[config.mk]
export PLATFORM = sky130hd
export DESIGN_NAME = chargen_arbiter
export DESIGN_NICKNAME = d
export VERILOG_FILES = /design/src/rtl/chargen_arbiter.sv
export SDC_FILE = /design/constraint.sdc
export NUM_CORES = 1
export LEC_CHECK = 0
export CAP_MARGIN = 0
export CELL_PAD_IN_SITES_DETAIL_PLACEMENT = 1
export CELL_PAD_IN_SITES_GLOBAL_PLACEMENT = 1
export CORE_MARGIN = 2
export CORE_UTILIZATION = 33
export CTS_BUF_LIST = sky130_fd_sc_hd__clkbuf_2
export DETAILED_ROUTE_END_ITERATION = 6
export GPL_ROUTABILITY_DRIVEN = 0
export GPL_TIMING_DRIVEN = 0
export PLACE_DENSITY_LB_ADDON = 0.25
export SLEW_MARGIN = 20
export SYNTH_ARGS = -nofsm -noshare
export SYNTH_HDL_FRONTEND = slang
export SYNTH_SLANG_ARGS = --single-unit
[constraint.sdc]
create_clock -name clk -period 2.3 [get_ports clk]
set_clock_uncertainty 0.1 [all_clocks]
set_input_delay 0.23 -clock clk [delete_from_list [all_inputs] [get_ports clk]]
set_output_delay 0.23 -clock clk [all_outputs]
set_load 0.005 [all_outputs]
[src/rtl/chargen_arbiter.sv]
// chargen_arbiter
//
// Owns the single-port 1K x GLYPH_W character-generator RAM. Each clock it
// grants the RAM slot to one user. The video fetch path always wins. The host
// font-load/readback port gets the slot only when video is idle and no host
// operation is in flight. The RAM controls (ram_*) are registered.
//
// A tag pipeline of RD_LAT stages records who owns each read. When a tag
// reaches the last stage, ram_dout is routed to its owner. Video data loads
// the pixel shifter, and host data goes to host_rdata together with a
// host_ack pulse.
//
// RD_LAT counts clocks from the edge that registers the slot onto ram_* to
// the edge that captures ram_dout. It must match how the RAM is configured.
// Legal values are 1..3.
//
// Optional build macro: CHARGEN_INVERSE_EN. When it is defined, vid_char[7]
// rides in the tags, and a set bit loads the inverted glyph row.
//
// Ports:
//   clk, reset                 clock, asynchronous active-high reset
//   vid_req/vid_char/vid_row   one-cycle video glyph-row fetch
//   pix_en, pix_out            pixel shifter enable and serial pixel (MSB first)
//   vid_miss                   sticky: fetch requested while one was in flight
//   host_req/we/addr/wdata     host request, held until host_ack
//   host_ack, host_rdata       one-cycle completion, read data
//   ram_ad/din/wre/ce/oce      RAM controls
//   ram_dout                   RAM read data
module chargen_arbiter #(
    parameter int RD_LAT  = 2,
    parameter int GLYPH_W = 6
) (
    input  logic               clk,
    input  logic               reset,
    input  logic               vid_req,
    input  logic [7:0]         vid_char,
    input  logic [2:0]         vid_row,
    input  logic               pix_en,
    output logic               pix_out,
    output logic               vid_miss,
    input  logic               host_req,
    input  logic               host_we,
    input  logic [9:0]         host_addr,
    input  logic [GLYPH_W-1:0] host_wdata,
    output logic               host_ack,
    output logic [GLYPH_W-1:0] host_rdata,
    output logic [9:0]         ram_ad,
    output logic [GLYPH_W-1:0] ram_din,
    output logic               ram_wre,
    output logic               ram_ce,
    output logic               ram_oce,
    input  logic [GLYPH_W-1:0] ram_dout
);

    logic [RD_LAT-1:0]  tag_vld;
    logic [RD_LAT-1:0]  tag_host;
`ifdef CHARGEN_INVERSE_EN
    logic [RD_LAT-1:0]  tag_inv;
`else
    logic               unused_inv;
    assign unused_inv = vid_char[7];
`endif
    logic [GLYPH_W-1:0] shift_q;

    logic               vid_busy;
    logic               host_busy;
    logic               grant_vid;
    logic               grant_host;
    logic               ret_vid;
    logic               ret_host;
    logic [GLYPH_W-1:0] glyph;

    always_comb begin
        vid_busy   = |(tag_vld & ~tag_host);
        // host_ack is included so a request still held during the ack cycle
        // cannot start a second operation.
        host_busy  = host_ack | (|(tag_vld & tag_host));
        grant_vid  = vid_req;
        grant_host = ~vid_req & host_req & ~host_busy;
        ret_vid    = tag_vld[RD_LAT-1] & ~tag_host[RD_LAT-1];
        ret_host   = tag_vld[RD_LAT-1] & tag_host[RD_LAT-1];
        glyph      = ram_dout;
`ifdef CHARGEN_INVERSE_EN
        if (tag_inv[RD_LAT-1]) begin
            glyph = ~ram_dout;
        end
`endif
    end

    // Only reads enter the tag pipeline. Host writes complete on their own.
    always_ff @(posedge clk or posedge reset) begin
        if (reset) begin
            tag_vld  <= '0;
            tag_host <= '0;
`ifdef CHARGEN_INVERSE_EN
            tag_inv  <= '0;
`endif
        end else begin
            for (int i = RD_LAT - 1; i > 0; i--) begin
                tag_vld[i]  <= tag_vld[i-1];
                tag_host[i] <= tag_host[i-1];
`ifdef CHARGEN_INVERSE_EN
                tag_inv[i]  <= tag_inv[i-1];
`endif
            end
            tag_vld[0]  <= grant_vid | (grant_host & ~host_we);
            tag_host[0] <= grant_host & ~host_we;
`ifdef CHARGEN_INVERSE_EN
            tag_inv[0]  <= grant_vid & vid_char[7];
`endif
        end
    end

    always_ff @(posedge clk or posedge reset) begin
        if (reset) begin
            ram_ad  <= '0;
            ram_din <= '0;
            ram_wre <= 1'b0;
            ram_ce  <= 1'b0;
        end else if (grant_vid) begin
            ram_ad  <= {vid_char[6:0], vid_row};
            ram_wre <= 1'b0;
            ram_ce  <= 1'b1;
        end else if (grant_host) begin
            ram_ad  <= host_addr;
            ram_din <= host_wdata;
            ram_wre <= host_we;
            ram_ce  <= 1'b1;
        end else begin
            ram_wre <= 1'b0;
            ram_ce  <= 1'b0;
        end
    end

    always_ff @(posedge clk or posedge reset) begin
        if (reset) begin
            host_ack   <= 1'b0;
            host_rdata <= '0;
        end else begin
            host_ack <= (grant_host & host_we) | ret_host;
            if (ret_host) begin
                host_rdata <= ram_dout;
            end
        end
    end

    // A load takes priority over a shift in the same cycle.
    always_ff @(posedge clk or posedge reset) begin
        if (reset) begin
            shift_q  <= '0;
            vid_miss <= 1'b0;
        end else begin
            vid_miss <= vid_miss | (vid_req & vid_busy);
            if (ret_vid) begin
                shift_q <= glyph;
            end else if (pix_en) begin
                shift_q <= {shift_q[GLYPH_W-2:0], 1'b0};
            end
        end
    end

    assign pix_out = shift_q[GLYPH_W-1];
    assign ram_oce = 1'b1;

endmodule

==> flow_summary.toml <==
[status]
status = "complete, no violations"

[clocking]
cts_buffer_depth = 2
htreeDepth = 2
clock-sinks = 36
clk_latency_ps = 380
cts_resized = 0
post_cts_buffers = 0
ctsHoldBuffers = 0
cts_tree = "built"
clk_pin_slew_ps = 180
cts-buffers-inserted = 5
root_buffer = "clkbuf_2"

[floorplanning]
ios = 67
rows = 25
initial_core_util_pct = 34.2
die_x_um = 73.7
core_area_um2 = 4690
dieArea_um2 = 5440
die_h_um = 73.7

[sta]
hold_viol_final = 0
max_freq_mhz = 553
finalCritPeriodShare_pct = 78.7
relSlewSlack_pct = 51.2
worst_pin_slew_ps = 731
setup_viol = 0
rsz0062_at_grt = "no"
hold_ws_ps = 162
final_period_minus_worst_setup_slack_ps = 1810
layout_setup_ws_ps = 490
tns_ps = 0
report.final.slew_viol_count = 0

[power_and_ir_drop]
power_density_nw_per_um2 = 631
vdd_ir_drop_max_v = 0.000220
power_mw = 1.48
p_leak_nw = 0.971

[routing]
wl_met1_um = 1900
avgRoutedWirePerCell_um = 16.1
wl_met2_um = 2280
drt_first_iter_violations = 73
drc = 0
drt_first_pass_iters = 4
ant_nets = 0
met3_length_um = 208
top_layer_used = "met4"
viasPerCell = 5.13
vias = 1410
wl_um = 4430

[cells_and_area]
drive_gt1_share_pct = 7.69
instances_no_fill = 275
layout.nets = 259
stdcell_area_um2 = 2340
final_common_cell = "clkdlybuf4s50_1"
fin_util_pct = 50.0
layout_common_cells = "clkdlybuf4s50_1 (63), dfrtp_1 (36), nand2_1 (26), nor2b_1 (13)"
syn_to_final_growth_pct = 46.1
diodes = 0

[worst_setup_path]
crit_cells = 4
crit_fanout = 8
rr_startpoint = "tag_vld[1]$_DFF_PP0_"
endpoint = "ram_din[0]$_DFFE_PP0P_"
crit_family = "simple AND/OR/NAND/NOR gates"
cp.arrival_ps = 2000
cp.required_ps = 2490
crit_path_start_kind = "register"
critical_path.cell_chain = "and2_1 -> buf_6 -> nor4_4 -> mux2_2"
cp-startpoint = "tag_vld[1]$_DFF_PP0_"
cp_num_buf_inv = 1
rr_worst_depth = 4
path_class = "register to register"
cpMaxStageDelayCell = "nor4_4"
max_stage_delay_ps = 490
crit_path_end_kind = "register"
reg2reg_setup_slack_ps = 490
r2r-end = "ram_din[0]$_DFFE_PP0P_"

[place]
hpwlAfterDp_um = 3320
dp_cells = 267
post_dp_cell_area_um2 = 2300
dp_slack_ps = 292
port_buffers = 63

[flow_run]
maxCapViolCount = 0

[logic_synthesis]
synth_top_family_by_area = "compound AO/OA/AOI/OAI gates"
ys_warn_count = 0
syn_nets = 189
syn_avg_cell_area_um2 = 10.7
synth_seq_area_share_pct = 56.1
synth-xor-area-share_pct = 0
syn-cell-area_um2 = 1610
synth-simple-area-share_pct = 15.9
synth_fa_ha_area_share_pct = 0
synth_cell_type_count = 21
muxShareOfSynthArea_pct = 7.33
syn-instance-count = 150
synth_compound_area_share_pct = 16.4
ys_ff_latch = 36

[global_route]
antenna_found_initial = 0
grt_max_degree = 37
grt_util_all_layers_pct = 18.1
grt_pass1_wl_um = 7420
grt_pass1_vias = 1564
grt-ovfl-total = 0

[hold_path]
hold_class = "input pin to async pin"
-- per-layer routing --
layer	GRT usage (%)	vias to the layer above
met5	0	-
met4	4.85	0
met3	4.25	5
met2	31.3	44
met1	22.5	695
li1	-	666
-- worst min path at each step --
| stage | start | cells after the start | to | slack [ps] |
|---|---|---|---|---|
| floorplan | host_we | 1 | tag_vld[0]$_DFF_PP0_ | 230 |
| global placement | tag_vld[0]$_DFF_PP0_ | 0 | tag_vld[1]$_DFF_PP0_ | 300 |
| detailed placement | tag_vld[0]$_DFF_PP0_ | 0 | tag_vld[1]$_DFF_PP0_ | 320 |
| CTS | reset | 2 | shift_q[2]$_DFFE_PP0P_ | 170 |
| global route | pix_en | 3 | shift_q[3]$_DFFE_PP0P_ | 190 |
| finish | reset | 2 | shift_q[2]$_DFFE_PP0P_ | 160 |
-- cell usage after synthesis --
library cell,n,area [µm²]
dfrtp_1,36,901
nand2_1,26,97.6
nor2b_1,13,81.3
a21oi_1,10,50.1
a41oi_1,10,87.6
o31ai_1,10,75.1
clkbuf_1,9,33.8
o21ai_0,7,35.0
mux2_2,6,67.6
mux2i_1,5,50.1
and2_1,4,25.0
nand2b_1,4,25.0
inv_1,2,7.51
buf_1,1,3.75
buf_4,1,7.51
buf_6,1,11.3
conb_1,1,3.75
nand3_1,1,5.00
nor4_4,1,21.3
o21bai_1,1,7.51
o41ai_1,1,8.76
-- sequential cells by signal, indices dropped and copies added, names as in the netlist --
name / count
ram_ad: 10
ram_wre: 1
host_ack: 1
tag_vld: 2
host_rdata: 6
tag_host: 2
ram_ce: 1
vid_miss: 1
shift_q: 6
ram_din: 6
-- power by group --
group / internal [mW] / switching, mW / total [mW]
registers: 0.725 / 0.0535 / 0.778
clock network: 0.0760 / 0.212 / 0.288
logic: 0.259 / 0.154 / 0.413
total: 1.06 / 0.419 / 1.48
-- kinds of logic (layout without fill, tap and decap cells) --
logic type      after synthesis  after routing
compound gates               39             39
simple gates                 49             49
buf+inv                      14             85
other cells                   1              1
mux                          11             11
flops                        36             36
-- final cells by class --
type | count | area [µm²]
Tap cell | 54 | 67.6
Inverter | 2 | 7.51
Multi-Input combinational cell | 100 | 641
Timing Repair Buffer | 63 | 631
Sequential cell | 36 | 901
Buffer | 12 | 56.3
Clock inverter | 2 | 11.3
Clock buffer | 6 | 30.0
Fill cell | 538 | 2350
Power figures use the tool's default switching activity.
==> RTL change, RTL diff (same settings) <==
Add a define of `CHARGEN_INVERSE_EN`.
--- a/src/rtl/chargen_arbiter.sv
+++ b/src/rtl/chargen_arbiter.sv
@@ -28,2 +28,4 @@
 //   ram_dout                   RAM read data
+`define CHARGEN_INVERSE_EN
+
 module chargen_arbiter #(
Check against the original RTL: not equivalent (a bounded check fails within 4 cycles, from zero or initial values and one cycle with reset high).
==> RTL change against the original RTL <==
Area after synthesis rose by 7.2%. Utilization about the same. Wire length is 2.4% lower. Sequential cell count is 2 higher. Setup slack got worse by 44 ps. Total power is 12% higher. Fmax down 2.4%. Cell area up 8.1%. Highest routed layer unchanged.
==> RTL change: results (changes against the original RTL) <==
placement:
  dpl.hpwl_mm: 3.20  # -3.9%
  portBuffers: 63  # unchanged
yosys:
  synthAdderAreaFrac_pct: 0  # unchanged
  synthDistinctLibCells: 22  # +4.8%
  synthTopCellsByCount: "38 x dfrtp_1, 26 x nand2_1, 13 x nor2b_1, 11 x clkbuf_1"
  synthMuxAreaShare_pct: 6.83  # -0.50 points
  yosys-top-cells-area: "dfrtp_1 55%, nand2_1 5.7%, a41oi_1 5.1%"
  ys.flop_type: "dfrtp_1"
  synth_xor_area_share_pct: 3.05  # +3.1 points
  yosysSeqAreaShare_pct: 55.2  # -0.89 points
  synth_compound_area_share_pct: 15.3  # -1.1 points
  syn-num-nets: 200  # +5.8%
global_route:
  grt_pass1_vias: 1603  # +2.5%
  grt_max_degree: 32  # -14%
  track_usage_pct: 15.8  # -2.3 points
  grt_pass1_wl_mm: 7.32  # -1.4%
status:
  status: "finished clean"
detailed_routing:
  wl_met1_mm: 1.93  # +1.5%
  vias_per_cell: 4.81  # -6.3%
  routed-wl-met3_um: 243  # +17%
  drt_iter0_markers: 38  # -48%
  top_layer: "met4"
  wirelength_mm: 4.33  # -2.4%
  wl_met2_mm: 2.14  # -6.4%
power_and_ir_drop:
  power_leakage_nw: 1.06  # +9.5%
  ir_drop_mv: 0.315  # +43%
  p_int_mw: 1.22  # +15%
hold_path:
  holdCritPathClass: "primary input to flip-flop"
cts:
  post_cts_buffers: 0  # unchanged
  cts-root-buf: "clkbuf_2"
  cts_max_level: 2  # unchanged
  clkTransAtPathRegs_ps: 210  # +30 ps
final_layout:
  regMostFlops: "ram_ad"
  layout-drive-gt1-share_pct: 8.12  # +0.43 points
  final.fill_count: 596  # +11%
  nets: 272  # +5.0%
critical_path:
  arrival_ps: 2040  # +40 ps
  critPathMaxStageDelay_ps: 500
timing:
  worst_pin_slew_ps: 513  # -219 ps
==> RTL change: per-layer routing <==
layer	vias up	track usage [%]
li1	701	-
met1	715	19.4
met2	43	27.2
met3	2	5.57
met4	0	2.73
met5	-	0
==> RTL change: layout make-up <==
class | instances | area share (%)
Multi-Input combinational cell | 107 | 27.6
Buffer | 14 | 2.52
Timing Repair Buffer | 65 | 26.1
Clock buffer | 5 | 0.987
Clock inverter | 3 | 1.58
Inverter | 2 | 0.296
Sequential cell | 38 | 37.5
Tap cell | 70 | 3.46
==> RTL change: through the flow <==
step                      setup WS (ps)  util (%)  power [mW]  area (um2)  cells
after CTS                           448      50.0        1.68        2530    304
after floorplan                     642         -       0.994        1720    161
after detailed placement            371      48.5        1.27        2460    295
final                               446      50.0        1.65        2530    304
after global placement              206      48.1        1.25        2440    294
after global routing                336      50.0        1.75        2530    304
==> RTL change: worst min-delay path, stage by stage <==
cell	delay, ps
clkbuf_1	190
o21ai_0	140
nand2b_1	60
==> RTL change: path summary, 6_finish.rpt <==
check,slack [ps],depth (start not counted),endpoint,from
max,450,4,ram_din[4],tag_host[1]
max in group asynchronous,1190,4,tag_host[0],reset
min reg2reg,280,0,tag_inv[1],tag_inv[0]
min in group asynchronous,490,3,shift_q[5],reset
min,140,3,vid_miss,vid_req
max reg2reg,450,4,ram_din[4],tag_host[1]
==> RTL change: power by group through the flow <==
stage | Sequential [mW] | Clock [mW] | Combinational (mW)
finish | 0.817 | 0.403 | 0.432
global route | 0.832 | 0.446 | 0.476
CTS | 0.818 | 0.419 | 0.442
detailed placement | 0.832 | 0 | 0.436
global placement | 0.829 | 0 | 0.425
floorplan | 0.831 | 0 | 0.163
==> RTL change: repair_timing <==
item	CTS	global route
hold endpoints to repair	7	0
gates resized for setup	0	0
hold buffers	1	0
